## src/rtl/lsu_16b_pkg.sv

```systemverilog
// Shared 65HE06 core definitions for the load/store unit: FSM encoding and
// the access-size values the scheduler drives on sched_byte.
package lsu_16b_pkg;

    typedef enum logic [1:0] {
        LSU_IDLE = 2'd0,
        LSU_LO   = 2'd1,
        LSU_HI   = 2'd2,
        LSU_DONE = 2'd3
    } lsu_state_t;

    localparam logic ACC_WORD = 1'b0;
    localparam logic ACC_BYTE = 1'b1;

endpackage

```

## src/rtl/lsu_16b.sv

```systemverilog
// Load/store unit: moves 8- or 16-bit operands over the 8-bit external bus as
// little-endian byte cycles and returns load results to the register file.
module lsu_16b
    import lsu_16b_pkg::*;
(
    input  logic        clk,
    input  logic        rst,
    input  logic        sched_req,
    input  logic        sched_we,
    input  logic        sched_byte,
    output logic        sched_busy,
    input  logic [15:0] alu_adr,
    input  logic [15:0] alu_payload,
    output logic        rf_wr,
    output logic [15:0] rf_data,
    output logic        mem_req,
    output logic        mem_we,
    output logic [15:0] mem_adr,
    output logic [7:0]  mem_dout,
    input  logic [7:0]  mem_din,
    input  logic        mem_rdy
);

    lsu_state_t  state_q, state_d;
    logic [15:0] adr_q;
    logic [15:0] payload_q;
    logic        we_q;
    logic        byte_q;
    logic [7:0]  lo_q;
    logic [15:0] rf_data_q;
    logic        accept;
    logic        in_xfer;

    assign accept  = sched_req && ((state_q == LSU_IDLE) || (state_q == LSU_DONE));
    assign in_xfer = (state_q == LSU_LO) || (state_q == LSU_HI);

    always_ff @(posedge clk or posedge rst) begin
        if (rst) begin
            state_q <= LSU_IDLE;
        end else begin
            state_q <= state_d;
        end
    end

    always_comb begin
        state_d = state_q;
        case (state_q)
            LSU_IDLE: if (accept) state_d = LSU_LO;
            LSU_LO: begin
                if (mem_rdy) state_d = (byte_q == ACC_BYTE) ? LSU_DONE : LSU_HI;
            end
            LSU_HI:   if (mem_rdy) state_d = LSU_DONE;
            LSU_DONE: state_d = accept ? LSU_LO : LSU_IDLE;
            default:  state_d = LSU_IDLE;
        endcase
    end

    // rf_data is only updated on the edge entering DONE, so it holds steady
    // while the next load is still collecting its bytes.
    always_ff @(posedge clk or posedge rst) begin
        if (rst) begin
            adr_q     <= 16'h0000;
            payload_q <= 16'h0000;
            we_q      <= 1'b0;
            byte_q    <= 1'b0;
            lo_q      <= 8'h00;
            rf_data_q <= 16'h0000;
        end else begin
            if (accept) begin
                adr_q     <= alu_adr;
                payload_q <= alu_payload;
                we_q      <= sched_we;
                byte_q    <= sched_byte;
            end
            if ((state_q == LSU_LO) && mem_rdy && !we_q) begin
                if (byte_q == ACC_BYTE) begin
                    rf_data_q <= {8'h00, mem_din};
                end else begin
                    lo_q <= mem_din;
                end
            end
            if ((state_q == LSU_HI) && mem_rdy && !we_q) begin
                rf_data_q <= {mem_din, lo_q};
            end
        end
    end

    assign sched_busy = in_xfer;
    assign mem_req    = in_xfer;
    assign mem_we     = in_xfer && we_q;
    assign mem_adr    = (state_q == LSU_HI) ? (adr_q + 16'd1) : adr_q;
    assign mem_dout   = (state_q == LSU_HI) ? payload_q[15:8] : payload_q[7:0];
    assign rf_wr      = (state_q == LSU_DONE) && !we_q;
    assign rf_data    = rf_data_q;

endmodule

```

## config.mk

```make
export PLATFORM = sky130hd
export DESIGN_NAME = lsu_16b
export DESIGN_NICKNAME = d
export VERILOG_FILES = /design/src/rtl/lsu_16b_pkg.sv /design/src/rtl/lsu_16b.sv
export SDC_FILE = /design/constraint.sdc
export NUM_CORES = 1
export LEC_CHECK = 0
export ABC_AREA = 1
export ABC_CLOCK_PERIOD_IN_PS = 2400
export CORE_UTILIZATION = 44
export CTS_BUF_LIST = sky130_fd_sc_hd__clkbuf_4
export DETAILED_ROUTE_END_ITERATION = 8
export PLACE_DENSITY = 0.79
export SETUP_SLACK_MARGIN = 0.5
export SLEW_MARGIN = 20
export SYNTH_ARGS = -nofsm -noshare
export SYNTH_HDL_FRONTEND = slang
export SYNTH_SLANG_ARGS = --single-unit
```

## constraint.sdc

```tcl
create_clock -name clk -period 2.4 [get_ports clk]
set_clock_uncertainty 0.15 [all_clocks]
set_input_delay 0.72 -clock clk [delete_from_list [all_inputs] [get_ports clk]]
set_output_delay 0.72 -clock clk [all_outputs]
set_load 0.01 [all_outputs]
```

==> run_results.csv <==
group,metric,value,unit
status,outcome,"finished with violations",
status,violations,"negative setup slack",
setup_path,critPathCapture,"mem_adr[14]",
drt,drtAntennaViolNets,0,
worst_hold_path,timing.hold.worst_path_depth,2,
setup_path,ff2ff_path_depth,12,
grt,grt_usage,0.227,
synth,synth-edff-count,0,
setup_path,worstPathArrival,1.86,ns
floorplanning,fp.dieArea,7160,um^2
grt,grt_max_degree,61,
layout,final_common_cell,"nand2_1",
synth,syn_nets,437,
drt,postRouteWirelength,9470,um
setup_path,path_cells,"inv_2 -> ha_4 -> inv_2 -> nor3_4 -> nand4_1 -> nand2_1 -> inv_1 -> dlygate4sd2_1",
sta,slew_headroom,0.790,
placement,dp_slack,-0.234,ns
sta,whs,0.341,ns
floorplanning,die_x,84.6,um
cts,clk_latency,0.41,ns
floorplanning,start_util,0.465,
run,cap_violations,0,
placement,place_congestion,0.813,
setup_path,r2r_end,"state_q[1]$_DFFE_PP0P_",
floorplanning,coreArea,6460,um^2
sta,hold_viol_final,0,
drt,wl_per_cell,15.6,um
cts,cts_tree,"built",
sta,slew_viol_final,0,
setup_path,max_stage_delay,0.40,ns
floorplanning,die_y,84.6,um
floorplanning,pin_count,90,
setup_path,cpMaxStageDelayCell,"dfrtp_1",
setup_path,cp-start-kind,"flop",
grt,grt_pass1_vias,2820,
drt,drt_iter0_markers,199,
sta,period_needed,2.73,ns
drt,detailroute.via_count,3116,
synth,synth_area_per_cell,7.81,um^2
drt,via_per_inst,5.15,
synth,yosysTopAreaCellShare,0.500,
layout,fillers,443,
sta,fin_crit_sh,1.14,
drt,drt_pre_antenna_iters,7,
grt,antenna_found_initial,0,
setup_path,path_depth,8,
synth,synth_area,3010,um^2
cts,cts.clk_slew.worst_paths,0.10,ns
setup_path,crit_start,"state_q[0]$_DFFE_PP0P_",
setup_path,path_buf_inv,4,
synth,synth-seq-cells,60,
placement,port_buffers,89,
grt,grt_pass1_wl,12700,um
placement,dp_hpwl,5280,um
layout,ff_latch_area,1500,um^2
drt,route.detailed.drc,0,
setup_path,endpoint_kind,"primary output",
setup_path,critPathRequiredTime,1.53,ns
layout,nNetsFinal,575,
sta,fin_ws,-0.332,ns
synth,syn_inst,385,
floorplanning,fp-row-count,29,
layout,layout_common_cells,"nand2_1 (117), dfrtp_1 (60), clkdlybuf4s50_1 (45)",
worst_hold_path,hold_class,"flop to flop",
synth,synthTopCellsByArea,"dfrtp_1 (50%), nand2_1 (20%), o21ai_0 (5.7%)",
setup_path,worstPathMaxFanout,5,
pwr,max-vdd-ir-drop,0.00102,V
layout,multi_input_area,1680,um^2
synth,ys.flop_type,"dfrtp_1",
sta,timing.fmax,0.366,GHz
setup_path,crit_top_cell,"inv_2",
layout,antennaDiodeCount,0,
setup_path,rr_startpoint,"state_q[0]$_DFFE_PP0P_",
setup_path,r2r_slack,0.35,ns
cts,cts_buffer_depth,2,
cts,htree_levels,3,
cts,cts_buffers,9,
synth,yosysUniqueCellTypes,24,
pwr,leakage,2.48,nW
sta,tightest_slew,0.315,ns
synth,synth_top_area_cell,"dfrtp_1",
setup_path,path_delay_family,"buffers and inverters",
synth,ys_seq_area_frac,0.500,
layout,layout-area-overhead-vs-synth,63.9,%
sta,rsz0062_at_grt,"true",
cts,cts_sinks,60,
pwr,power_density,1380,nW/um^2
setup_path,crit_type,"flop to primary output",
cts,root_buffer,"clkbuf_4",
grt,overflow,0,
layout,layout-drive-gt1-share,0.377,
synth,yosysWarningCount,0,
sta,finalSetupViolations,27,
synth,ys_async_sr_fraction,1.00,
cts,ctsHoldBuffers,0,
-- worst register-to-register path: cells and delay by family, from the launching register on --
kind            cells  cell delay [ns]
flops               1             0.37
fa+ha+maj           1             0.25
simple gates        4             0.46
compound gates      1             0.04
buf+inv             6             0.67
-- power breakdown --
part	leakage [nW]	switching, W	internal (W)
logic	1.66	0.00219	0.00199
registers	0.745	0.000391	0.00150
clock network	0.0772	0.000403	0.000338
total	2.48	0.00299	0.00383
-- worst min-delay path by stage --
stage | endpoint | startpoint | slack (ns)
floorplan | payload_q[0]$_DFFE_PP0P_ | payload_q[0]$_DFFE_PP0P_ | 0.29
global placement | payload_q[7]$_DFFE_PP0P_ | payload_q[7]$_DFFE_PP0P_ | 0.30
detailed placement | payload_q[2]$_DFFE_PP0P_ | payload_q[2]$_DFFE_PP0P_ | 0.31
CTS | payload_q[2]$_DFFE_PP0P_ | payload_q[2]$_DFFE_PP0P_ | 0.34
global route | payload_q[13]$_DFFE_PP0P_ | payload_q[13]$_DFFE_PP0P_ | 0.37
finish | rf_data[13]$_DFFE_PP0P_ | rf_data[13]$_DFFE_PP0P_ | 0.34
-- registers in the layout (all words and copies together), names as in the netlist --
name / count
lo_q: 8
payload_q: 16
adr_q: 16
state_q: 2
byte_q: 1
rf_data: 16
we_q: 1
-- stage by stage --
stage | util | cells | TNS, ns | power, W | instance area, um^2
floorplan | - | 385 | 0 | 0.00346 | 3090
global placement | 0.644 | 558 | -1.32 | 0.00483 | 4160
detailed placement | 0.644 | 558 | -1.97 | 0.00492 | 4160
CTS | 0.688 | 588 | -3.80 | 0.00574 | 4440
global route | 0.763 | 605 | -7.52 | 0.00726 | 4930
finish | 0.763 | 605 | -5.17 | 0.00682 | 4930
-- Yosys cell counts, types with 4 or more instances --
cell / count
nor2_1: 17
nor2_2: 4
inv_1: 37
dfrtp_1: 60
o21ai_1: 4
buf_2: 8
o21ai_0: 34
ha_1: 6
nand2_1: 164
xor2_1: 9
nand4_1: 6
nand3_1: 8
a21oi_1: 6
o211ai_1: 4
-- repair_timing --
action	in CTS	in global routing
pin swaps	13	11
gates cloned	0	6
gates resized for setup	171	116
buffers inserted	14	11
endpoints found under the setup margin	95	88
-- kinds of logic after synthesis --
family / count (synthesis) / synth area share
AOI/OAI and AO/OA: 49 / 0.0858
xor gates and xnor gates: 9 / 0.0262
adders and majority gates: 6 / 0.0250
buffers and inverters: 55 / 0.0833
DFF: 60 / 0.500
and+or+nand+nor: 206 / 0.280
-- cell type report --
type | count | share of cell area
well taps | 77 | 0.0196
inverters | 38 | 0.0307
clock inverters | 6 | 0.0147
flip-flops and latches | 60 | 0.305
clock buffers | 10 | 0.0152
repair buffers | 143 | 0.275
multi-input cells | 271 | 0.341
-- routing by layer --
| layer | GRT usage | routed length [um] |
|---|---|---|
| met5 | 0 | 0 |
| met4 | 0.0709 | 299 |
| met3 | 0.0629 | 610 |
| met2 | 0.383 | 4910 |
| met1 | 0.284 | 3650 |
No activity file was read; power rests on OpenSTA's default activity.
